### src/rtl/ex_mem_pipe_fwd_if.sv
// EX->MEM pipeline bus: EX bundle, MEM entry, MEM/WB writeback snoop and EX forwarding controls.
interface ex_mem_pipe_fwd_if #(
   parameter int unsigned XLEN    = 64,
   parameter int unsigned RADDR_W = 5
);
   logic                flush;
   logic                ex_valid;
   logic                ex_ready;
   logic [RADDR_W-1:0]  ex_rs1_addr;
   logic [RADDR_W-1:0]  ex_rs2_addr;
   logic [RADDR_W-1:0]  ex_reg_wr_addr;
   logic                ex_RegWrite;
   logic                ex_MemRead;
   logic                ex_MemWrite;
   logic [2:0]          ex_mem_mask;
   logic [XLEN-1:0]     ex_reg_wr_data;
   logic [XLEN-1:0]     ex_mem_wr_data;
   logic [XLEN-1:0]     ex_pc;
   logic [31:0]         ex_inst;

   logic                mem_valid;
   logic                mem_ready;
   logic [RADDR_W-1:0]  mem_reg_wr_addr;
   logic                mem_RegWrite;
   logic                mem_MemRead;
   logic                mem_MemWrite;
   logic [2:0]          mem_mem_mask;
   logic [XLEN-1:0]     mem_reg_wr_data;
   logic [XLEN-1:0]     mem_mem_wr_data;
   logic [XLEN-1:0]     mem_pc;
   logic [31:0]         mem_inst;

   logic                wb_RegWrite;
   logic [RADDR_W-1:0]  wb_reg_wr_addr;
   logic [XLEN-1:0]     wb_reg_wr_data;

   logic [1:0]          fw_src1fw;
   logic [1:0]          fw_src2fw;
   logic [XLEN-1:0]     fw_ex_mem_data;
   logic [XLEN-1:0]     fw_mem_wb_data;
   logic                load_use_stall;

   // Pipeline/control side that drives EX bundles and consumes MEM entries
   modport master (
      output flush, ex_valid, ex_rs1_addr, ex_rs2_addr, ex_reg_wr_addr,
             ex_RegWrite, ex_MemRead, ex_MemWrite, ex_mem_mask,
             ex_reg_wr_data, ex_mem_wr_data, ex_pc, ex_inst,
             mem_ready, wb_RegWrite, wb_reg_wr_addr, wb_reg_wr_data,
      input  ex_ready, mem_valid, mem_reg_wr_addr, mem_RegWrite, mem_MemRead,
             mem_MemWrite, mem_mem_mask, mem_reg_wr_data, mem_mem_wr_data,
             mem_pc, mem_inst, fw_src1fw, fw_src2fw, fw_ex_mem_data,
             fw_mem_wb_data, load_use_stall
   );

   // The EX/MEM register itself
   modport slave (
      input  flush, ex_valid, ex_rs1_addr, ex_rs2_addr, ex_reg_wr_addr,
             ex_RegWrite, ex_MemRead, ex_MemWrite, ex_mem_mask,
             ex_reg_wr_data, ex_mem_wr_data, ex_pc, ex_inst,
             mem_ready, wb_RegWrite, wb_reg_wr_addr, wb_reg_wr_data,
      output ex_ready, mem_valid, mem_reg_wr_addr, mem_RegWrite, mem_MemRead,
             mem_MemWrite, mem_mem_mask, mem_reg_wr_data, mem_mem_wr_data,
             mem_pc, mem_inst, fw_src1fw, fw_src2fw, fw_ex_mem_data,
             fw_mem_wb_data, load_use_stall
   );
endinterface

### src/rtl/ex_mem_pipe_fwd.sv
// EX->MEM pipeline register with forwarding selects and load-use stall generation.
// EX_MEM_FWD_EN defined: EX/MEM and MEM/WB forwarding; undefined: full interlock, selects tied to 00.
module ex_mem_pipe_fwd #(
   parameter int unsigned XLEN    = 64,
   parameter int unsigned RADDR_W = 5
) (
   input logic              clk,
   input logic              rst_n,
   ex_mem_pipe_fwd_if.slave bus
);
   localparam int unsigned MASK_W = 3;
   localparam int unsigned INST_W = 32;

   typedef struct packed {
      logic [RADDR_W-1:0] rd;
      logic               reg_write;
      logic               mem_read;
      logic               mem_write;
      logic [MASK_W-1:0]  mask;
      logic [XLEN-1:0]    wr_data;
      logic [XLEN-1:0]    st_data;
      logic [XLEN-1:0]    pc;
      logic [INST_W-1:0]  inst;
   } payload_t;

   payload_t pay_q, pay_d, ex_pay;
   logic     valid_q, valid_d;
   logic     hit_m1, hit_m2, hit_w1, hit_w2;
   logic     stall;
   logic     ready;

   always_comb begin
      ex_pay           = '0;
      ex_pay.rd        = bus.ex_reg_wr_addr;
      ex_pay.reg_write = bus.ex_RegWrite;
      ex_pay.mem_read  = bus.ex_MemRead;
      ex_pay.mem_write = bus.ex_MemWrite;
      ex_pay.mask      = bus.ex_mem_mask;
      ex_pay.wr_data   = bus.ex_reg_wr_data;
      ex_pay.st_data   = bus.ex_mem_wr_data;
      ex_pay.pc        = bus.ex_pc;
      ex_pay.inst      = bus.ex_inst;
   end

   // x0 never matches, so it is neither forwarded nor interlocked on
   assign hit_m1 = valid_q & pay_q.reg_write & (pay_q.rd == bus.ex_rs1_addr) &
                   (bus.ex_rs1_addr != '0);
   assign hit_m2 = valid_q & pay_q.reg_write & (pay_q.rd == bus.ex_rs2_addr) &
                   (bus.ex_rs2_addr != '0);
   assign hit_w1 = bus.wb_RegWrite & (bus.wb_reg_wr_addr == bus.ex_rs1_addr) &
                   (bus.ex_rs1_addr != '0);
   assign hit_w2 = bus.wb_RegWrite & (bus.wb_reg_wr_addr == bus.ex_rs2_addr) &
                   (bus.ex_rs2_addr != '0);

`ifdef EX_MEM_FWD_EN
   // EX/MEM wins over MEM/WB; a load in EX/MEM has no data yet and stalls instead
   always_comb begin
      bus.fw_src1fw = 2'b00;
      bus.fw_src2fw = 2'b00;
      if (hit_m1 && !pay_q.mem_read) bus.fw_src1fw = 2'b10;
      else if (hit_w1)               bus.fw_src1fw = 2'b01;
      if (hit_m2 && !pay_q.mem_read) bus.fw_src2fw = 2'b10;
      else if (hit_w2)               bus.fw_src2fw = 2'b01;
   end
   assign stall = bus.ex_valid & (hit_m1 | hit_m2) & pay_q.mem_read;
`else
   assign bus.fw_src1fw = 2'b00;
   assign bus.fw_src2fw = 2'b00;
   assign stall = bus.ex_valid & (hit_m1 | hit_m2 | hit_w1 | hit_w2);
`endif

   assign ready              = (!valid_q | bus.mem_ready) & !stall;
   assign bus.ex_ready       = ready;
   assign bus.load_use_stall = stall;

   // Next entry: flush, then accept, then drain to a bubble, else hold
   always_comb begin
      valid_d = valid_q;
      pay_d   = pay_q;
      if (bus.flush) begin
         valid_d = 1'b0;
      end else if (ready) begin
         valid_d = bus.ex_valid;
         if (bus.ex_valid) pay_d = ex_pay;
      end else if (valid_q && bus.mem_ready) begin
         valid_d = 1'b0;
      end
   end

   always_ff @(posedge clk or negedge rst_n) begin
      if (!rst_n) begin
         valid_q <= 1'b0;
         pay_q   <= '0;
      end else begin
         valid_q <= valid_d;
         pay_q   <= pay_d;
      end
   end

   assign bus.mem_valid       = valid_q;
   assign bus.mem_reg_wr_addr = pay_q.rd;
   assign bus.mem_RegWrite    = pay_q.reg_write;
   assign bus.mem_MemRead     = pay_q.mem_read;
   assign bus.mem_MemWrite    = pay_q.mem_write;
   assign bus.mem_mem_mask    = pay_q.mask;
   assign bus.mem_reg_wr_data = pay_q.wr_data;
   assign bus.mem_mem_wr_data = pay_q.st_data;
   assign bus.mem_pc          = pay_q.pc;
   assign bus.mem_inst        = pay_q.inst;
   assign bus.fw_ex_mem_data  = pay_q.wr_data;
   assign bus.fw_mem_wb_data  = bus.wb_reg_wr_data;
endmodule

### src/flat_wrapper.sv
// flat-port wrapper written by rule: the top's interface ports become plain ports
module ex_mem_pipe_fwd_flat 
#(
   parameter int unsigned XLEN    = 64,
   parameter int unsigned RADDR_W = 5
)
  (clk, rst_n, bus_flush, bus_ex_valid, bus_ex_rs1_addr, bus_ex_rs2_addr, bus_ex_reg_wr_addr, bus_ex_RegWrite, bus_ex_MemRead, bus_ex_MemWrite, bus_ex_mem_mask, bus_ex_reg_wr_data, bus_ex_mem_wr_data, bus_ex_pc, bus_ex_inst, bus_mem_ready, bus_wb_RegWrite, bus_wb_reg_wr_addr, bus_wb_reg_wr_data, bus_ex_ready, bus_mem_valid, bus_mem_reg_wr_addr, bus_mem_RegWrite, bus_mem_MemRead, bus_mem_MemWrite, bus_mem_mem_mask, bus_mem_reg_wr_data, bus_mem_mem_wr_data, bus_mem_pc, bus_mem_inst, bus_fw_src1fw, bus_fw_src2fw, bus_fw_ex_mem_data, bus_fw_mem_wb_data, bus_load_use_stall);
  ex_mem_pipe_fwd_if #(.XLEN(XLEN), .RADDR_W(RADDR_W)) bus_i ();
  input logic clk;
  input logic rst_n;
  input wire logic [$bits(bus_i.flush)-1:0] bus_flush;
  input wire logic [$bits(bus_i.ex_valid)-1:0] bus_ex_valid;
  input wire logic [$bits(bus_i.ex_rs1_addr)-1:0] bus_ex_rs1_addr;
  input wire logic [$bits(bus_i.ex_rs2_addr)-1:0] bus_ex_rs2_addr;
  input wire logic [$bits(bus_i.ex_reg_wr_addr)-1:0] bus_ex_reg_wr_addr;
  input wire logic [$bits(bus_i.ex_RegWrite)-1:0] bus_ex_RegWrite;
  input wire logic [$bits(bus_i.ex_MemRead)-1:0] bus_ex_MemRead;
  input wire logic [$bits(bus_i.ex_MemWrite)-1:0] bus_ex_MemWrite;
  input wire logic [$bits(bus_i.ex_mem_mask)-1:0] bus_ex_mem_mask;
  input wire logic [$bits(bus_i.ex_reg_wr_data)-1:0] bus_ex_reg_wr_data;
  input wire logic [$bits(bus_i.ex_mem_wr_data)-1:0] bus_ex_mem_wr_data;
  input wire logic [$bits(bus_i.ex_pc)-1:0] bus_ex_pc;
  input wire logic [$bits(bus_i.ex_inst)-1:0] bus_ex_inst;
  input wire logic [$bits(bus_i.mem_ready)-1:0] bus_mem_ready;
  input wire logic [$bits(bus_i.wb_RegWrite)-1:0] bus_wb_RegWrite;
  input wire logic [$bits(bus_i.wb_reg_wr_addr)-1:0] bus_wb_reg_wr_addr;
  input wire logic [$bits(bus_i.wb_reg_wr_data)-1:0] bus_wb_reg_wr_data;
  output wire logic [$bits(bus_i.ex_ready)-1:0] bus_ex_ready;
  output wire logic [$bits(bus_i.mem_valid)-1:0] bus_mem_valid;
  output wire logic [$bits(bus_i.mem_reg_wr_addr)-1:0] bus_mem_reg_wr_addr;
  output wire logic [$bits(bus_i.mem_RegWrite)-1:0] bus_mem_RegWrite;
  output wire logic [$bits(bus_i.mem_MemRead)-1:0] bus_mem_MemRead;
  output wire logic [$bits(bus_i.mem_MemWrite)-1:0] bus_mem_MemWrite;
  output wire logic [$bits(bus_i.mem_mem_mask)-1:0] bus_mem_mem_mask;
  output wire logic [$bits(bus_i.mem_reg_wr_data)-1:0] bus_mem_reg_wr_data;
  output wire logic [$bits(bus_i.mem_mem_wr_data)-1:0] bus_mem_mem_wr_data;
  output wire logic [$bits(bus_i.mem_pc)-1:0] bus_mem_pc;
  output wire logic [$bits(bus_i.mem_inst)-1:0] bus_mem_inst;
  output wire logic [$bits(bus_i.fw_src1fw)-1:0] bus_fw_src1fw;
  output wire logic [$bits(bus_i.fw_src2fw)-1:0] bus_fw_src2fw;
  output wire logic [$bits(bus_i.fw_ex_mem_data)-1:0] bus_fw_ex_mem_data;
  output wire logic [$bits(bus_i.fw_mem_wb_data)-1:0] bus_fw_mem_wb_data;
  output wire logic [$bits(bus_i.load_use_stall)-1:0] bus_load_use_stall;
  assign bus_i.flush = bus_flush;
  assign bus_i.ex_valid = bus_ex_valid;
  assign bus_i.ex_rs1_addr = bus_ex_rs1_addr;
  assign bus_i.ex_rs2_addr = bus_ex_rs2_addr;
  assign bus_i.ex_reg_wr_addr = bus_ex_reg_wr_addr;
  assign bus_i.ex_RegWrite = bus_ex_RegWrite;
  assign bus_i.ex_MemRead = bus_ex_MemRead;
  assign bus_i.ex_MemWrite = bus_ex_MemWrite;
  assign bus_i.ex_mem_mask = bus_ex_mem_mask;
  assign bus_i.ex_reg_wr_data = bus_ex_reg_wr_data;
  assign bus_i.ex_mem_wr_data = bus_ex_mem_wr_data;
  assign bus_i.ex_pc = bus_ex_pc;
  assign bus_i.ex_inst = bus_ex_inst;
  assign bus_i.mem_ready = bus_mem_ready;
  assign bus_i.wb_RegWrite = bus_wb_RegWrite;
  assign bus_i.wb_reg_wr_addr = bus_wb_reg_wr_addr;
  assign bus_i.wb_reg_wr_data = bus_wb_reg_wr_data;
  assign bus_ex_ready = bus_i.ex_ready;
  assign bus_mem_valid = bus_i.mem_valid;
  assign bus_mem_reg_wr_addr = bus_i.mem_reg_wr_addr;
  assign bus_mem_RegWrite = bus_i.mem_RegWrite;
  assign bus_mem_MemRead = bus_i.mem_MemRead;
  assign bus_mem_MemWrite = bus_i.mem_MemWrite;
  assign bus_mem_mem_mask = bus_i.mem_mem_mask;
  assign bus_mem_reg_wr_data = bus_i.mem_reg_wr_data;
  assign bus_mem_mem_wr_data = bus_i.mem_mem_wr_data;
  assign bus_mem_pc = bus_i.mem_pc;
  assign bus_mem_inst = bus_i.mem_inst;
  assign bus_fw_src1fw = bus_i.fw_src1fw;
  assign bus_fw_src2fw = bus_i.fw_src2fw;
  assign bus_fw_ex_mem_data = bus_i.fw_ex_mem_data;
  assign bus_fw_mem_wb_data = bus_i.fw_mem_wb_data;
  assign bus_load_use_stall = bus_i.load_use_stall;
  ex_mem_pipe_fwd #(.XLEN(XLEN), .RADDR_W(RADDR_W)) u_core (.clk(clk), .rst_n(rst_n), .bus(bus_i));
endmodule
### config.mk
export PLATFORM = sky130hd
export DESIGN_NAME = ex_mem_pipe_fwd_flat
export DESIGN_NICKNAME = d
export VERILOG_FILES = /design/src/rtl/ex_mem_pipe_fwd_if.sv /design/src/rtl/ex_mem_pipe_fwd.sv /design/src/flat_wrapper.sv
export SDC_FILE = /design/constraint.sdc
export NUM_CORES = 1
export LEC_CHECK = 0
export ABC_AREA = 1
export BUFFER_PORTS_ARGS = -buffer_cell sky130_fd_sc_hd__buf_2
export CAP_MARGIN = 25
export CORE_AREA = 2 2 272 274
export CTS_BUF_LIST = sky130_fd_sc_hd__clkbuf_4 sky130_fd_sc_hd__clkbuf_8
export DETAILED_ROUTE_END_ITERATION = 7
export DIE_AREA = 0 0 274 276
export GPL_TIMING_DRIVEN = 0
export PLACE_DENSITY = 0.39
export SYNTH_ARGS = -nofsm -noshare
export SYNTH_HDL_FRONTEND = slang
export SYNTH_SLANG_ARGS = --single-unit
### constraint.sdc
create_clock -name clk -period 2 [get_ports clk]
set_input_delay 0.4 -clock clk [delete_from_list [all_inputs] [get_ports clk]]
set_output_delay 0.4 -clock clk [all_outputs]
set_load 0.02 [all_outputs]
==> metrics <==
Relative slew margins=53.9%; GR Util All Layers=14.3%; CTS tree=built; overall power=16.9 mW; WL final=57,500 um; total gr overflow=0; FMAX=0.407 GHz; H-tree Lvls=2; max-cap check violation count=0; Post-Syn Area=11,000 um2; fin crit share=123%; reg-to-reg setup timing slack=-0.44 ns; Die Y=276 um; measured slew at the worst slew-check pin=0.691 ns; worst hold path class=input port to flip-flop; initial antenna violation count=1; Post-Syn Area per Cell=8.54 um2; Finished Layout Cells=3,191; effective utilization at floorplan=15.2%; CP max stage cell=dfrtp_1; layout cells sized above 1=49.9%; synthesis-to-layout area growth=86.0%; pre-CTS setup slack=-0.929 ns; Final Util=28.3%; library cells used by synthesis=15; post-synthesis cell count=1,294; FP Rows=99; minimum clock period=2.45 ns; Die ar.=75,600 um2; R2R depth=19; DRT antenna net count=0; Skew-Pair Late Insertion Delay=0.62 ns; most frequent cell on the critical path=nand2_1; Seq cells post-synth=236; critical path startpoint category=flip-flop; CTS Buf Count=46; Final HPWL DP=41,000 um; Pwr Density=825 nW/um2; Antenna diodes=0; Final Net Count=2,524; Critical Path, Cell by Cell=inv_2, nand2_1, nand2_1, nor2_1, nand3_1, nand2_1, nand2_2, nand2_4, nand2_4, buf_12, clkinv_8, nor2_2, buf_6; RSZ-0062 raised after global routing=yes; Cells after DPL=2,880; number of global-route vias before repair=13,062; drt via density=3.96; largest net degree at the start of global routing=106; final setup violation count=238; Setup crit end kind=output pin; Port Buf Inserts=621; Clock transition at path regs=0.05 ns; final worst setup slack=-0.455 ns; Pleak=11.1 nW; Hold Startpoint=bus_ex_reg_wr_addr[1]; Core Region=72,600 um2; RR Startpoint=u_core.bus.mem_reg_wr_addr[2]$_DFFE_PN0P_; crit path max fanout=5; failing checks=negative setup slack; clock tree root driver cell=clkbuf_8; post-layout instance area=20,500 um2; Hold Fails Final Rpt=0; Horiz. Die Dim=274 um; fin. max-slew vios=0; placer congestion estimate=0.890; drt pass-1 iters=5; VDD IR max=0.412 mV; DP Area=15,400 um2; Hold EP=u_core.bus.mem_reg_wr_addr[1]$_DFFE_PN0P_; clk buf depth=3; YS warnings=0; WL/cell=18.0 um; status=finished with violations; Hold Path Depth=3; fraction of the yosys area taken by sequential cells=53.5%; via count=12,651; crit path DAT=2.05 ns; first-pass GRT wire length=82,400 um; IO Pins=690; Slowest Stage Delay on Critical Path=0.44 ns; TritonCTS Sinks=236; detailed router's first-iteration violation count=624; final clock skew=0.0494 ns; drc violations=0; R2R Path End=u_core.bus.mem_pc[19]$_DFFE_PN0P_; critical path class=flip-flop to output pin; Critical Path RT=1.60 ns
-- logic make-up (layout without fill, tap and decap cells) --
kind of cell	after synthesis	in the layout	share of synthesized area, %
flops	236	236	53.5
buf+inv	260	1195	14.0
other cells	1	4	0.0340
compound gates	1	1	0.0453
simple gates	796	796	32.5
-- flip-flops by register name (all words and copies together), names as in the netlist --
register                    count
u_core.bus.fw_ex_mem_data      64
u_core.bus.mem_MemRead          1
u_core.bus.mem_MemWrite         1
u_core.bus.mem_RegWrite         1
u_core.bus.mem_inst            32
u_core.bus.mem_mem_mask         3
u_core.bus.mem_mem_wr_data     64
u_core.bus.mem_pc              64
u_core.bus.mem_reg_wr_addr      5
u_core.bus.mem_valid            1
-- Yosys cell counts, drive strengths merged --
master / count / area share, %
nand4: 235 / 13
buf: 209 / 12
inv: 24 / 0.82
nand2: 533 / 18
o21ai: 1 / 0.045
conb: 1 / 0.034
dfrtp: 236 / 53
nor2: 19 / 0.65
nor3: 2 / 0.091
nand3: 7 / 0.32
clkbuf: 27 / 0.92
-- critical path, delay by kind of cell (launching register included) --
family                 cells  cell delay, ns
and+or+nand+nor            9            0.63
DFF                        1            0.44
buffers and inverters      4            0.35
-- area by class of cell --
class	count	area (um2)
sequential	236	5910
inverter	24	103
multi-input combinational	801	3990
clock inverter	3	15.0
clock buffer	73	905
timing repair buffer	866	6410
fill	7874	52000
tap	959	1200
buffer	229	2010
-- cell usage in the layout (no fill, tap or decap), drive strengths merged --
cell | netlist | routed
buf | 209 | 898
clkbuf | 27 | 112
clkinv | 0 | 4
conb | 1 | 4
dfrtp | 236 | 236
dlygate4sd3 | 0 | 158
inv | 24 | 23
nand2 | 533 | 533
nand3 | 7 | 7
nand4 | 235 | 235
nor2 | 19 | 19
nor3 | 2 | 2
o21ai | 1 | 1
-- timing repair --
| item | in CTS | in global routing |
|---|---|---|
| setup buffers | 33 | 19 |
| setup endpoints to repair | 238 | 239 |
| hold buffers | 158 | 0 |
| pin swaps | 90 | 69 |
| hold endpoints to repair | 190 | 0 |
| cloned | 36 | 14 |
| gates resized for setup | 254 | 169 |
-- per-layer routing --
metal / up-vias / GRT usage (%) / wire length, um
li1: 6019 / - / -
met1: 6043 / 17.2 / 23400
met2: 501 / 25.1 / 28800
met3: 88 / 3.23 / 3680
met4: 0 / 4.65 / 1590
met5: - / 0 / 0
-- where the power goes --
part           switching, mW  total (mW)  internal (mW)  leakage (nW)
combinational           3.30        5.70           2.40          7.70
clock                   2.20        5.03           2.82         0.495
sequential             0.646        6.22           5.57          2.93
-- worst max-delay path by stage --
| stage | slack (ns) | startpoint | cells after the start | to |
|---|---|---|---|---|
| floorplan | 0.02 | u_core.bus.mem_reg_wr_addr[0]$_DFFE_PN0P_ | 12 | bus_ex_ready |
| detailed placement | -0.93 | u_core.bus.mem_valid$_DFFE_PN0P_ | 9 | u_core.bus.mem_pc[4]$_DFFE_PN0P_ |
| global placement | -4.23 | rst_n | 1 | u_core.bus.fw_ex_mem_data[2]$_DFFE_PN0P_ |
| global route | -0.63 | u_core.bus.mem_reg_wr_addr[2]$_DFFE_PN0P_ | 13 | bus_ex_ready |
| finish | -0.45 | u_core.bus.mem_reg_wr_addr[2]$_DFFE_PN0P_ | 13 | bus_ex_ready |
| CTS | -0.62 | u_core.bus.mem_valid$_DFFE_PN0P_ | 13 | bus_ex_ready |
-- stage by stage --
step | setup TNS [ns] | hold WS (ns)
after floorplan | 0 | 0.104
after global placement | -1129.62 | 0.449
after detailed placement | -134.69 | 0.300
after CTS | -78.58 | 0.000158
after global routing | -121.03 | 0.0176
final | -82.19 | 0.0562
No activity file was read; power rests on OpenSTA's default activity.
